==> src/rtl/data_mem_ctrl.sv <==
// Data RAM initiator: converts MEM-stage load/store requests into RAM strobes
// with programmable wait states and returns aligned, extended load data.
module data_mem_ctrl #(
    parameter int unsigned WAIT_STATES = 0
) (
    input  logic        clk,
    input  logic        rst,
    input  logic        req_valid,
    input  logic        req_we,
    input  logic [1:0]  req_size,
    input  logic        req_signed,
    input  logic [31:0] req_addr,
    input  logic [31:0] req_wdata,
    output logic        req_ready,
    output logic        resp_valid,
    output logic [31:0] resp_rdata,
    output logic        resp_err,
    output logic        stall_req,
    output logic        ram_ce,
    output logic        ram_we,
    output logic [31:0] ram_addr,
    output logic [3:0]  ram_sel,
    output logic [31:0] ram_data_o,
    input  logic [31:0] ram_data_i
);

    localparam int unsigned DW    = 32;
    localparam int unsigned AW    = 32;
    localparam int unsigned SEL_W = 4;
    localparam int unsigned CNT_W = 4;

    localparam logic [1:0] SZ_BYTE = 2'b00;
    localparam logic [1:0] SZ_HALF = 2'b01;
    localparam logic [1:0] SZ_WORD = 2'b10;

    typedef enum logic [1:0] {
        S_IDLE   = 2'd0,
        S_ACCESS = 2'd1,
        S_RESP   = 2'd2
    } state_e;

    typedef struct packed {
        logic          we;
        logic [1:0]    size;
        logic          sgn;
        logic [AW-1:0] addr;
        logic [DW-1:0] wdata;
    } req_t;

    // Size 11 and misaligned halfword/word accesses never touch the RAM.
    function automatic logic is_bad(input logic [1:0] size, input logic [1:0] off);
        logic bad;
        case (size)
            SZ_BYTE: bad = 1'b0;
            SZ_HALF: bad = off[0];
            SZ_WORD: bad = (off != 2'b00);
            default: bad = 1'b1;
        endcase
        return bad;
    endfunction

    // Big-endian lanes: sel[3] covers byte offset 0 (bits 31:24).
    function automatic logic [SEL_W-1:0] lane_sel(input logic [1:0] size, input logic [1:0] off);
        logic [SEL_W-1:0] sel;
        case (size)
            SZ_BYTE: begin
                case (off)
                    2'd0:    sel = 4'b1000;
                    2'd1:    sel = 4'b0100;
                    2'd2:    sel = 4'b0010;
                    default: sel = 4'b0001;
                endcase
            end
            SZ_HALF: sel = off[1] ? 4'b0011 : 4'b1100;
            default: sel = 4'b1111;
        endcase
        return sel;
    endfunction

    function automatic logic [DW-1:0] lane_data(input logic [1:0] size, input logic [DW-1:0] wdata);
        logic [DW-1:0] d;
        case (size)
            SZ_BYTE: d = {4{wdata[7:0]}};
            SZ_HALF: d = {2{wdata[15:0]}};
            default: d = wdata;
        endcase
        return d;
    endfunction

    function automatic logic [DW-1:0] load_extract(input logic [DW-1:0] word,
                                                   input logic [1:0]    size,
                                                   input logic [1:0]    off,
                                                   input logic          sgn);
        logic [7:0]    b;
        logic [15:0]   h;
        logic [DW-1:0] r;
        case (off)
            2'd0:    b = word[31:24];
            2'd1:    b = word[23:16];
            2'd2:    b = word[15:8];
            default: b = word[7:0];
        endcase
        h = off[1] ? word[15:0] : word[31:16];
        case (size)
            SZ_BYTE: r = {{24{sgn & b[7]}}, b};
            SZ_HALF: r = {{16{sgn & h[15]}}, h};
            default: r = word;
        endcase
        return r;
    endfunction

    state_e            state_q, state_d;
    logic [CNT_W-1:0]  cnt_q, cnt_d;
    req_t              req_q, req_d;
    req_t              req_in;
    req_t              cur;

    logic              req_ready_q, req_ready_d;
    logic              resp_valid_q, resp_valid_d;
    logic [DW-1:0]     resp_rdata_q, resp_rdata_d;
    logic              resp_err_q, resp_err_d;
    logic              ram_ce_q, ram_ce_d;
    logic              ram_we_q, ram_we_d;
    logic [AW-1:0]     ram_addr_q, ram_addr_d;
    logic [SEL_W-1:0]  ram_sel_q, ram_sel_d;
    logic [DW-1:0]     ram_data_q, ram_data_d;

    always_comb begin
        req_in.we    = req_we;
        req_in.size  = req_size;
        req_in.sgn   = req_signed;
        req_in.addr  = req_addr;
        req_in.wdata = req_wdata;
    end

    // Outputs are registered from the next state, so the accept edge already drives ACCESS strobes.
    always_comb begin
        state_d      = state_q;
        cnt_d        = cnt_q;
        req_d        = req_q;
        resp_rdata_d = '0;
        resp_err_d   = 1'b0;
        ram_we_d     = 1'b0;
        ram_addr_d   = '0;
        ram_sel_d    = '0;
        ram_data_d   = '0;

        cur = (state_q == S_IDLE) ? req_in : req_q;

        case (state_q)
            S_IDLE: begin
                if (req_valid) begin
                    req_d = req_in;
                    if (is_bad(req_in.size, req_in.addr[1:0])) begin
                        state_d    = S_RESP;
                        resp_err_d = 1'b1;
                    end else begin
                        state_d = S_ACCESS;
                        cnt_d   = CNT_W'(WAIT_STATES);
                    end
                end
            end
            S_ACCESS: begin
                if (cnt_q == '0) begin
                    state_d = S_RESP;
                    if (!req_q.we) begin
                        resp_rdata_d = load_extract(ram_data_i, req_q.size, req_q.addr[1:0], req_q.sgn);
                    end
                end else begin
                    cnt_d = cnt_q - CNT_W'(1);
                end
            end
            S_RESP: begin
                state_d = S_IDLE;
            end
            default: begin
                state_d = S_IDLE;
            end
        endcase

        req_ready_d  = (state_d == S_IDLE);
        resp_valid_d = (state_d == S_RESP);
        ram_ce_d     = (state_d == S_ACCESS);

        if (ram_ce_d) begin
            ram_we_d   = cur.we;
            ram_addr_d = {cur.addr[AW-1:2], 2'b00};
            ram_sel_d  = lane_sel(cur.size, cur.addr[1:0]);
            ram_data_d = lane_data(cur.size, cur.wdata);
        end
    end

    always_ff @(posedge clk) begin
        if (rst) begin
            state_q      <= S_IDLE;
            cnt_q        <= '0;
            req_q        <= '0;
            req_ready_q  <= 1'b1;
            resp_valid_q <= 1'b0;
            resp_rdata_q <= '0;
            resp_err_q   <= 1'b0;
            ram_ce_q     <= 1'b0;
            ram_we_q     <= 1'b0;
            ram_addr_q   <= '0;
            ram_sel_q    <= '0;
            ram_data_q   <= '0;
        end else begin
            state_q      <= state_d;
            cnt_q        <= cnt_d;
            req_q        <= req_d;
            req_ready_q  <= req_ready_d;
            resp_valid_q <= resp_valid_d;
            resp_rdata_q <= resp_rdata_d;
            resp_err_q   <= resp_err_d;
            ram_ce_q     <= ram_ce_d;
            ram_we_q     <= ram_we_d;
            ram_addr_q   <= ram_addr_d;
            ram_sel_q    <= ram_sel_d;
            ram_data_q   <= ram_data_d;
        end
    end

    assign req_ready  = req_ready_q;
    assign resp_valid = resp_valid_q;
    assign resp_rdata = resp_rdata_q;
    assign resp_err   = resp_err_q;
    assign ram_ce     = ram_ce_q;
    assign ram_we     = ram_we_q;
    assign ram_addr   = ram_addr_q;
    assign ram_sel    = ram_sel_q;
    assign ram_data_o = ram_data_q;

    // Pipeline freeze request: combinational so the response cycle releases ctrl immediately.
    assign stall_req = req_valid & ~resp_valid_q;

endmodule

==> config.mk <==
export PLATFORM = sky130hd
export DESIGN_NAME = data_mem_ctrl
export DESIGN_NICKNAME = d
export VERILOG_FILES = /design/src/rtl/data_mem_ctrl.sv
export SDC_FILE = /design/constraint.sdc
export NUM_CORES = 1
export LEC_CHECK = 0
export BUFFER_PORTS_ARGS = -buffer_cell sky130_fd_sc_hd__buf_4
export CORE_AREA = 2 2 126 128
export DETAILED_ROUTE_END_ITERATION = 7
export DIE_AREA = 0 0 128 130
export PLACE_DENSITY = 0.72
export REMOVE_ABC_BUFFERS = 1
export SLEW_MARGIN = 20
export SYNTH_ARGS = -nofsm -noshare
export SYNTH_HDL_FRONTEND = slang
export SYNTH_SLANG_ARGS = --single-unit
==> constraint.sdc <==
create_clock -name clk -period 5.05 [get_ports clk]
set_clock_uncertainty 0.15 [all_clocks]
set_input_delay 0.7575 -clock clk [delete_from_list [all_inputs] [get_ports clk]]
set_output_delay 0.7575 -clock clk [all_outputs]
set_load 0.02 [all_outputs]
==> flow_summary.toml <==
[critical_path]
crit_buf_inv = 0
timing.critical_path.from_type = "register"
r2r_slack_ns = 2.15
worstPathRequired_ns = 5.22
worstPathArrival_ns = 3.07
worst_path_largest_cell_delay_ns = 1.02
critPathTopFamily = "compound AO/OA/AOI/OAI gates"
endpoint_kind = "register"
crit_slowest_cell = "a21oi_2"
cp_cell_sequence = "or2_2 -> a21oi_2 -> o22ai_1 -> o21a_1"
crit_path_max_fanout = 50
critical_path_class = "register to register"

[placement]
gp_congestion = 0.8048
dp_hpwl_um = 12510
port_buffers = 206
cell_count_after_placement = 1148
dpl-instance-area_um2 = 8443

[timing]
report.final.setup_viol = 0
finalHoldWorstSlack_ns = 0.2998
worst-slew-pin-transition_ns = 1.111
post-route-period-util_pct = 57.40
final_hold_viol_count = 0
unrepaired_setup_endpoints_after_global_routing = "no"
fmaxAchievable_mhz = 345.0
slew_headroom_pct = 25.93
fin_tns_setup_ns = 0
timing.final.max_slew_violations = 0
timing.final.crit_period_ns = 2.899

[synthesis]
yosys.cell_types.count = 48
synthArstFlopShare_pct = 0
synth_ff_type = "dfxtp_1"
yosys_warnings = 0
yosysSeqAreaShare_pct = 51.45
syn_area_per_cell_um2 = 8.587
synth-seq-cells = 177
synth_edf_count = 0
syn-cell-area_um2 = 6887
netlist_instances = 802

[global_routing]
overflow = 0
groute.usage.overall_pct = 22.37
grt_start_max_net_pins = 74
first_global_vias = 5554
wire_length_of_the_first_global_routing_pass_um = 28860
antenna_violations_before_repair = 0

[drt]
drt-vias-per-instance = 5.195
drtAntennaViolNets = 0
first_iter_violations = 453
routed_wl_um = 18880
total_number_of_vias = 6115
routed_wire_length_per_instance_um = 16.04
first_pass_iters = 6
drc_errors = 0

[clock_tree]
cts_tree = "built"
cts_sinks = 177
cts.root.buffer_cell = "clkbuf_16"
cts_max_level = 4
clock_insertion_delay_at_the_later_pin_of_the_skew_report_ns = 0.43
cts_hold_fix_bufs = 0
clock_tree.buffer_depth = 2
postCtsSetupRepairBufs = 0
cts_resized = 0
numCtsBuffers = 17
cts.clk_slew.worst_paths_ns = 0.06

[worst_hold_path]
min_path_type = "register to register"

[power_and_ir_drop]
cellPowerDensity_nw_per_um2 = 367.5
power.ir.vdd_worst_mv = 0.2255
p_leak_nw = 3.858

[floorplan]
core_um2 = 15420
die_width_um = 128
io_pins = 209
floorplan.rows = 46
chipHeight_um = 130
initial_cell_density_of_the_core_pct = 44.65
fp.dieArea_um2 = 16640

[finish]
post_route_cells_drive_above_1_share_pct = 29.04
nets_final = 1080
layoutNonFillerInstCount = 1177
n_antenna_cell = 0
area.growth.synth_to_final_pct = 31.40
fin_area_um2 = 9049

[run]
cap_viol_max_count = 0

[outcome]
run_status = "completed"
## metrics by stage
step	utilization [%]	setup WS, ns	power, W
finish	58.66	2.151	0.003325
CTS	58.66	2.166	0.003346
floorplan	-	0.4527	0.001782
global placement	54.74	2.210	0.001981
global route	58.66	1.992	0.003457
detailed placement	54.74	2.177	0.001987
## state kept, by name (all words and copies together), names as in the netlist
name        count
req_ready       1
cnt_q           4
ram_ce          1
ram_addr       30
req_q          68
resp_valid      1
resp_err        1
state_q         2
resp_rdata     32
ram_data_o     32
ram_sel         4
ram_we          1
## per-layer routing
layer / global-route usage (%) / up-vias / routed length (µm)
li1: - / 3039 / -
met1: 29.21 / 2826 / 8296
met2: 36.43 / 227 / 8880
met3: 5.699 / 23 / 1359
met4: 7.498 / 0 / 347
met5: 0 / - / 0
## tightest hold or removal path, stage by stage (launching register included)
cell	delay, ns
dfxtp_1	0.30
nand2_1	0.05
a21oi_1	0.05
## cell families (layout without fill, tap and decap cells)
family	after synthesis	after routing	synth area share, %
and+or+nand+nor	309	309	19.10
AOI/OAI and AO/OA	214	214	19.46
DFF	177	177	51.45
buffers and inverters	68	250	4.887
muxes	29	29	4.433
adders and majority gates	2	2	0.3633
xor gates and xnor gates	2	2	0.2544
other	1	2	0.05445
## worst paths after layout
check / startpoint / end / depth (start not counted)
worst max register to register: state_q[1] / ram_data_o[28] / 4
worst min register to register: req_q[22] / req_q[22] / 2
worst max-delay path: state_q[1] / ram_data_o[28] / 4
worst min-delay path: req_q[22] / req_q[22] / 2
## placed cells by master, fill, tap and decap left out, types with 2 or more instances in the layout
master | netlist | layout
a211oi_1 | 8 | 8
xor2_1 | 2 | 2
mux2_2 | 9 | 9
ha_1 | 2 | 2
a211oi_2 | 15 | 15
dfxtp_1 | 177 | 177
o21a_1 | 16 | 16
clkbuf_1 | 25 | 2
or3_1 | 10 | 10
clkinv_4 | 0 | 2
a21oi_1 | 141 | 141
o22ai_1 | 8 | 8
clkbuf_16 | 0 | 17
o21ai_0 | 8 | 8
nor2b_1 | 10 | 10
buf_4 | 6 | 213
and2_0 | 7 | 7
nor4b_1 | 2 | 2
nand2_1 | 247 | 246
mux2i_1 | 19 | 19
nor2_1 | 16 | 16
or2_2 | 1 | 2
nand3_1 | 3 | 3
o21ai_1 | 4 | 4
inv_1 | 7 | 7
nor3_1 | 3 | 3
conb_1 | 1 | 2
o221a_2 | 7 | 7
nor4_1 | 2 | 2
bufinv_16 | 0 | 4
## report_power, final
part,total (W),switching (W),internal [W]
logic,0.000462,0.000280,0.000182
clock network,0.00137,0.000533,0.000835
registers,0.00150,0.0000372,0.00146
total,0.00333,0.000850,0.00248
## cell usage after synthesis, types with 4 or more instances
cell type / count / area, µm²
a211oi_1: 8 / 60.06
mux2_2: 9 / 101.4
o221a_2: 7 / 78.83
dfxtp_1: 177 / 3543
a21oi_1: 141 / 705.7
nand2_1: 247 / 927.1
buf_6: 4 / 45.04
o21ai_1: 4 / 20.02
buf_1: 4 / 15.01
and2_0: 7 / 43.79
nor2_1: 16 / 60.06
a211oi_2: 15 / 187.7
buf_4: 6 / 45.04
buf_2: 20 / 100.1
o22ai_1: 8 / 50.05
o21a_1: 16 / 120.1
mux2i_1: 19 / 190.2
clkbuf_1: 25 / 93.84
nor2b_1: 10 / 62.56
inv_1: 7 / 26.28
or3_1: 10 / 62.56
o21ai_0: 8 / 40.04
## cell type report
cell class / count / area (µm²)
fillers: 1392 / 6376
flip-flops and latches: 177 / 3543
multi-input cells: 558 / 3028
repair buffers: 213 / 1599
clock buffers: 20 / 446.7
well taps: 192 / 240.2
clock inverters: 9 / 158.9
inverters: 8 / 32.53
Power figures use the tool's default switching activity.
